`src/rtl/lemmings_array.sv`:
```
// N independent lemming walker FSMs sharing one clock and async reset,
// with per-lane fall timing, respawn out of SPLAT and a saturating splat tally.
module lemmings_array #(
    parameter int N_LEM        = 4,
    parameter int SPLAT_CYCLES = 20,
    parameter int CNT_W        = 5,
    parameter int TOT_W        = 8
) (
    input  logic             clk,
    input  logic             areset_n,
    input  logic [N_LEM-1:0] bump_left,
    input  logic [N_LEM-1:0] bump_right,
    input  logic [N_LEM-1:0] ground,
    input  logic [N_LEM-1:0] dig,
    input  logic [N_LEM-1:0] respawn,
    output logic [N_LEM-1:0] walk_left,
    output logic [N_LEM-1:0] walk_right,
    output logic [N_LEM-1:0] aaah,
    output logic [N_LEM-1:0] digging,
    output logic [N_LEM-1:0] splat,
    output logic             all_dead,
    output logic [TOT_W-1:0] splat_total
);

    typedef enum logic [2:0] {
        WALK_L, WALK_R, DIG_L, DIG_R, FALL_L, FALL_R, SPLAT
    } state_t;

    localparam int PC_W = $clog2(N_LEM + 1);
    localparam logic [CNT_W-1:0] SPLAT_TH = CNT_W'(SPLAT_CYCLES);
    localparam logic [CNT_W-1:0] CNT_MAX  = '1;
    localparam logic [TOT_W:0]   TOT_MAX  = {1'b0, {TOT_W{1'b1}}};

    state_t           state_q [N_LEM];
    state_t           state_d [N_LEM];
    logic [CNT_W-1:0] cnt_q   [N_LEM];
    logic [CNT_W-1:0] cnt_d   [N_LEM];
    logic [N_LEM-1:0] land_splat;
    logic [PC_W-1:0]  n_splat;
    logic [TOT_W:0]   tot_sum;
    logic [TOT_W-1:0] tot_d;

    always_comb begin
        for (int i = 0; i < N_LEM; i++) begin
            state_d[i]    = state_q[i];
            land_splat[i] = 1'b0;
            unique case (state_q[i])
                WALK_L: begin
                    if (!ground[i])         state_d[i] = FALL_L;
                    else if (dig[i])        state_d[i] = DIG_L;
                    else if (bump_left[i])  state_d[i] = WALK_R;
                end
                WALK_R: begin
                    if (!ground[i])         state_d[i] = FALL_R;
                    else if (dig[i])        state_d[i] = DIG_R;
                    else if (bump_right[i]) state_d[i] = WALK_L;
                end
                DIG_L: if (!ground[i]) state_d[i] = FALL_L;
                DIG_R: if (!ground[i]) state_d[i] = FALL_R;
                FALL_L, FALL_R: begin
                    if (ground[i]) begin
                        if (cnt_q[i] >= SPLAT_TH) begin
                            state_d[i]    = SPLAT;
                            land_splat[i] = 1'b1;
                        end else begin
                            state_d[i] = (state_q[i] == FALL_L) ? WALK_L : WALK_R;
                        end
                    end
                end
                SPLAT: if (respawn[i]) state_d[i] = WALK_L;
                default: state_d[i] = WALK_L;
            endcase
            // Counter only runs while staying in FALL, so it is 0 elsewhere.
            cnt_d[i] = '0;
            if ((state_q[i] == FALL_L || state_q[i] == FALL_R) &&
                (state_d[i] == FALL_L || state_d[i] == FALL_R))
                cnt_d[i] = (cnt_q[i] == CNT_MAX) ? CNT_MAX : cnt_q[i] + 1'b1;
        end
    end

    always_comb begin
        n_splat = '0;
        for (int i = 0; i < N_LEM; i++)
            n_splat = n_splat + PC_W'(land_splat[i]);
        tot_sum = (TOT_W+1)'(splat_total) + (TOT_W+1)'(n_splat);
        tot_d   = (tot_sum > TOT_MAX) ? '1 : tot_sum[TOT_W-1:0];
    end

    always_ff @(posedge clk or negedge areset_n) begin
        if (!areset_n) begin
            for (int i = 0; i < N_LEM; i++) begin
                state_q[i] <= WALK_L;
                cnt_q[i]   <= '0;
            end
            splat_total <= '0;
        end else begin
            for (int i = 0; i < N_LEM; i++) begin
                state_q[i] <= state_d[i];
                cnt_q[i]   <= cnt_d[i];
            end
            splat_total <= tot_d;
        end
    end

    always_comb begin
        for (int i = 0; i < N_LEM; i++) begin
            walk_left[i]  = (state_q[i] == WALK_L);
            walk_right[i] = (state_q[i] == WALK_R);
            aaah[i]       = (state_q[i] == FALL_L) || (state_q[i] == FALL_R);
            digging[i]    = (state_q[i] == DIG_L) || (state_q[i] == DIG_R);
            splat[i]      = (state_q[i] == SPLAT);
        end
    end

    assign all_dead = &splat;

endmodule

```
`config.mk`:
```
export PLATFORM = sky130hd
export DESIGN_NAME = lemmings_array
export DESIGN_NICKNAME = d
export VERILOG_FILES = /design/src/rtl/lemmings_array.sv
export SDC_FILE = /design/constraint.sdc
export NUM_CORES = 1
export LEC_CHECK = 0
export BUFFER_PORTS_ARGS = -buffer_cell sky130_fd_sc_hd__buf_2
export CORE_ASPECT_RATIO = 1.25
export CORE_MARGIN = 2
export CORE_UTILIZATION = 49
export DETAILED_ROUTE_END_ITERATION = 7
export HOLD_SLACK_MARGIN = 0.06
export PLACE_DENSITY = 0.73
export SLEW_MARGIN = 20
export SYNTH_ARGS = -nofsm -noshare
export SYNTH_HDL_FRONTEND = slang
export SYNTH_SLANG_ARGS = --single-unit
export TNS_END_PERCENT = 10
```
`constraint.sdc`:
```
create_clock -name clk -period 3.3 [get_ports clk]
set_input_delay 0.99 -clock clk [delete_from_list [all_inputs] [get_ports clk]]
set_output_delay 0.99 -clock clk [all_outputs]
set_load 0.005 [all_outputs]
```
==> results of run 1 <==
sequential cells by signal, indices dropped and copies added (netlist names):
name,flops
cnt_q,20
state_q,12
splat_total,8
where the power goes:
| group | switching, uW | internal, uW |
|---|---|---|
| Combinational | 179 | 186 |
| Clock | 162 | 167 |
| Sequential | 109 | 550 |
worst max-delay path, stage by stage:
cell	delay [ps]
buf_2	140
nand3_1	110
fa_1	490
fa_1	450
inv_1	90
fa_1	260
and3_1	250
a21oi_1	80
a31oi_1	150
final timing paths:
kind | startpoint | end | slack [ps] | depth (start not counted)
min in group asynchronous | areset_n | cnt_q[15] | 820 | 1
hold / removal | cnt_q[10] | cnt_q[10] | 500 | 1
max in group asynchronous | areset_n | state_q[2] | 1940 | 1
setup / recovery | ground[0] | splat_total[6] | 500 | 9
setup reg to reg | state_q[4] | splat_total[6] | 600 | 9
hold reg to reg | cnt_q[10] | cnt_q[10] | 500 | 1
synth_stat cells, drive strengths merged (2+ instances only):
cell      n  area, um^2
o21ai    12        63.8
nand2b    5        46.3
and2      2        12.5
nor3     10        55.1
nand4     5        31.3
nand2    22        82.6
and3      5        31.3
buf       5        40.0
a21oi    16        80.1
nor2b     8        52.6
and2b     4        36.3
ha        9         113
mux2i     3        30.0
nor3b     3        32.5
a31oi    11        68.8
a2bb2oi   2        17.5
nor2     22        90.1
nand3    10        50.1
fa        3        60.1
o21a     10        75.1
dfrtp    40        1000
inv      19        73.8
stage by stage:
stage | area, um^2 | power, uW | util, % | cells | setup WS, ps
after floorplan | 2280 | 920 | - | 241 | 505
after global routing | 2650 | 1450 | 59.9 | 352 | 327
final | 2650 | 1350 | 59.9 | 352 | 502
after CTS | 2650 | 1370 | 59.9 | 352 | 512
after global placement | 2560 | 1030 | 57.8 | 344 | 252
after detailed placement | 2560 | 1040 | 57.8 | 344 | 190
logic make-up (layout without fill, tap and decap cells):
| group | count (synthesis) | count (layout) | share of synthesized area (%) |
|---|---|---|---|
| fa+ha+maj | 12 | 12 | 7.58 |
| xor+xnor | 2 | 2 | 0.769 |
| compound gates | 60 | 60 | 16.9 |
| simple gates | 100 | 100 | 24.5 |
| buf+inv | 24 | 77 | 5.00 |
| mux | 3 | 3 | 1.32 |
| flops | 40 | 40 | 44.0 |
final cells by class:
cell class,count,area (um^2)
Clock inverter,2,10.0
Timing Repair Buffer,50,250
Sequential cell,40,1000
Multi-Input combinational cell,177,1160
Fill cell,406,1770
Clock buffer,6,82.6
Inverter,19,73.8
Tap cell,58,72.6
per-layer routing:
layer	vias up	share of wire [%]
met5	-	0
met4	0	1.2
met3	5	4.5
met2	38	50
met1	876	44
li1	946	-
==> flow_summary.json, run 1 <==
{
  "first_global_vias": 1708,
  "drt_wl_total_mm": 4.40,
  "areaGrowthSynthToFinish_pct": 16.5,
  "cts_tree": "done",
  "drt_iter0_drc": 104,
  "cts_buffers": 5,
  "firstDrtPassIters": 4,
  "irDropWorstVdd_mv": 0.305,
  "whs_ps": 504,
  "cts_max_path_buffers": 2,
  "use_met2_pct": 29.4,
  "route.vias.total": 1865,
  "place.detailed.hpwl_mm": 3.29,
  "grt_util_all_layers_pct": 18.1,
  "drive_gt1_share_pct": 24.1,
  "yosys_warnings": 0,
  "portBuffers": 50,
  "globalplace.congestion": 0.787,
  "coreArea_um2": 4430,
  "status": "finished, final reports clean",
  "worstPathArrival_ps": 3010,
  "die_x_um": 65.0,
  "avgSynthCellArea_um2": 9.45,
  "via_per_inst": 5.30,
  "fin_nets": 327,
  "use_met3_pct": 3.92,
  "p_leak_uw": 0.00132,
  "power_density_nw_per_um2": 510,
  "die_h_um": 80.2,
  "finalSetupViolCount": 0,
  "grt-ovfl-total": 0,
  "final_cell_mix": "buf_2, dfrtp_1, nand2_1, nor2_1, inv_1",
  "synth_cells": 241,
  "ys_seq_elements": 40,
  "wl_per_cell_um": 12.5,
  "n_antenna_cell": 0,
  "grt_pass1_wl_mm": 7.49,
  "cts_resized": 0,
  "num_rows": 27,
  "io_pins": 51,
  "slew-limit-headroom_pct": 42.0,
  "skew_ps": 3.71,
  "cp.required_ps": 3510,
  "startpoint_type": "primary input",
  "tns_ps": 0,
  "cts.sinks": 40,
  "grt_use_met1_pct": 23.9,
  "tightest_slew_ps": 870,
  "path_class": "in -> reg",
  "drv_slew": 0,
  "cts-root-buf": "clkbuf_8",
  "final_common_cell": "buf_2",
  "cts_htree_levels": 2,
  "drtAntennaViolNets": 0,
  "syn_area_um2": 2280,
  "insertion_delay_ps": 280,
  "fin_crit_ps": 2800,
  "start_util_pct": 51.5,
  "end_kind": "flip-flop",
  "max_freq_mhz": 357,
  "rsz0062_at_grt": "no",
  "crit_fanout": 7,
  "timing.max_cap.violations": 0,
  "path_clk_slew_ps": 70,
  "hold_path.class": "reg -> reg",
  "grt_max_degree": 41,
  "syn_nets": 275,
  "antenna_found_initial": 0,
  "ys_seq_area_share_pct": 44.0,
  "grt-busiest-layer": "met2",
  "die_area_um2": 5210,
  "period_share_pct": 84.8,
  "postCtsSetupRepairBufs": 0,
  "synth_cell_types": 49,
  "synth_async_sr_flop_share_pct": 100,
  "cts_hold_buffers": 0,
  "drc": 0,
  "ys.flop_type": "dfrtp_1",
  "hold_viol": 0,
  "synth_edf_count": 0
}
No activity file was read; power rests on OpenSTA's default activity.
==> run 2: changes to the inputs <==
- PLACE_DENSITY: 0.73 -> 0.76
- clock period: 3.3 -> 2.25 ns (I/O delays scaled with it)
==> run 2 against run 1 <==
Compared with the run above: the run now ends with negative setup slack left; critical path depth stayed put; clock power up 49%; global-route usage rose by 2.4 points; worst hold slack got worse by 190 ps; cell area grew 9.0%; die area stayed put; register-to-register slack worse by 680 ps; sequential power grew 36%; final cell count rose by 7.4%; clock skew up 4.9 ps; non-clock buffer count is 26 higher; largest cell class unchanged; largest power group unchanged.
==> flow_summary.json, run 2 (synthesis results as in run 1) <==
{
  "status": "complete, but fails checks",
  "violations": "negative setup slack",
  "drt_wl_total_mm": 4.78,
  "max_freq_mhz": 428,
  "path_clk_slew_ps": 80,
  "largest_register_ff_count": 20,
  "fin_util_pct": 65.3,
  "power_density_nw_per_um2": 739,
  "antenna_found_initial": 0,
  "coreArea_um2": 4430,
  "cts_htree_levels": 2,
  "drive_gt1_share_pct": 33.4,
  "internal-power_uw": 1430,
  "irDropWorstVdd_mv": 0.463,
  "cts_tree": "done",
  "grt-ovfl-total": 0,
  "final_common_cell": "buf_2",
  "insertion_delay_ps": 290,
  "hold_path.class": "in -> async",
  "fin_ws_ps": -84.8,
  "final_cell_mix": "buf_2, dfrtp_1, buf_4, nand2_1, nor2_1",
  "end_kind": "flip-flop",
  "p_leak_uw": 0.00144,
  "power_switching_share_pct": 33.3,
  "fin_nets": 353,
  "rsz0062_at_grt": "yes",
  "finish.instance_area_um2": 2890,
  "crit_slowest_cell": "fa_1",
  "via_per_inst": 5.32,
  "globalplace.congestion": 0.824,
  "skew_ps": 8.66,
  "drv_slew": 0,
  "cts-root-buf": "clkbuf_8",
  "die_x_um": 65.0,
  "die_area_um2": 5210,
  "slowest_delay_ps": 520,
  "p_sw_uw": 711,
  "num_rows": 27,
  "period_share_pct": 104,
  "grt_util_all_layers_pct": 20.5,
  "drc": 0,
  "firstDrtPassIters": 4,
  "hold_viol": 0,
  "clockPowerShare_pct": 22.9,
  "portBuffers": 50,
  "path_class": "reg -> reg",
  "top_register": "cnt_q",
  "whs_ps": 313,
  "cts_hold_buffers": 0,
  "wl_per_cell_um": 12.6,
  "grt_max_degree": 21,
  "crit_fanout": 4,
  "timing.max_cap.violations": 0,
  "fillerInstances": 391,
  "p_comb_share_pct": 35.1,
  "placed_area_um2": 2760,
  "first_global_vias": 1962,
  "startpoint_type": "flip-flop",
  "worstPathArrival_ps": 2500,
  "cpMostUsedCell": "fa_2",
  "cp.required_ps": 2420,
  "cts_buffers": 5,
  "die_h_um": 80.2,
  "cp_cell_sequence": "and2b_4 -> nand3_2 -> fa_1 -> fa_2 -> inv_2 -> fa_2 -> buf_6 -> nand4_1 -> nand2_1",
  "finalSetupViolCount": 6,
  "drtAntennaViolNets": 0,
  "n_antenna_cell": 0,
  "drt_iter0_drc": 65,
  "fin_crit_ps": 2330,
  "route.vias.total": 2011,
  "cts.sinks": 40,
  "cts_max_path_buffers": 2,
  "seq_power_share_pct": 42.0,
  "grt_pass1_wl_mm": 8.37,
  "slew-limit-headroom_pct": 70.4,
  "io_pins": 51,
  "place.detailed.hpwl_mm": 3.71,
  "start_util_pct": 51.5,
  "areaGrowthSynthToFinish_pct": 26.9,
  "tightest_slew_ps": 444,
  "reg_top3": "cnt_q x20, state_q x12, splat_total x8"
}
run 2: power by group through the flow:
stage / clock (uW) / sequential [uW] / combinational (uW)
detailed placement: 0 / 904 / 728
floorplan: 0 / 888 / 462
finish: 490 / 897 / 750
CTS: 505 / 891 / 747
global route: 529 / 914 / 849
global placement: 0 / 901 / 713
run 2: metal layers:
metal	global-route usage (%)	vias up	share of wire (%)
met5	0	-	0
met4	8.09	0	1.5
met3	2.52	7	3.2
met2	37.0	42	51
met1	24.6	967	44
li1	-	995	-
run 2: timing repair:
item                                    4_1_cts  5_1_grt
endpoints found under the hold margin         0        0
resized for setup                             5        4
endpoints found under the setup margin        8        9
setup buffers                                 1        0
pin swaps                                     6        2
run 2: worst max-delay path: cells and delay by family, from the launching register on:
kind	cells	cell delay, ps
adder cells (fa/ha/maj)	3	1090
buffers and inverters	2	180
flip-flops	1	370
AND/OR/NAND/NOR	4	580
run 2: final cells by class:
class,count,area [um^2],area share (%)
clock buffer,6,82.6,2.86
clock inverter,2,10.0,0.346
inverter,19,73.8,2.55
multi-input combinational,177,1200,41.6
sequential,40,1000,34.6
tap,58,72.6,2.51
timing repair buffer,76,449,15.5
run 2: worst paths after layout:
kind                       startpoint             end  slack, ps  cells past startpoint
setup / recovery           state_q[4]  splat_total[3]        -80                      9
setup reg to reg           state_q[4]  splat_total[3]        -80                      9
max in group asynchronous    areset_n  splat_total[3]       1410                      2
hold reg to reg             cnt_q[10]       cnt_q[10]        500                      1
hold / removal               areset_n       cnt_q[15]        310                      1
min in group clk            cnt_q[10]       cnt_q[10]        500                      1
run 2: per-stage QoR:
stage / TNS [ps] / total power [uW] / cells / setup WS [ps]
3_5_place_dp: -2530 / 1630 / 369 / -356
2_1_floorplan: -644 / 1350 / 241 / -197
3_3_place_gp: -2240 / 1610 / 369 / -301
6_report: -386 / 2140 / 378 / -84.8
5_1_grt: -1140 / 2290 / 378 / -177
4_1_cts: -867 / 2140 / 378 / -139
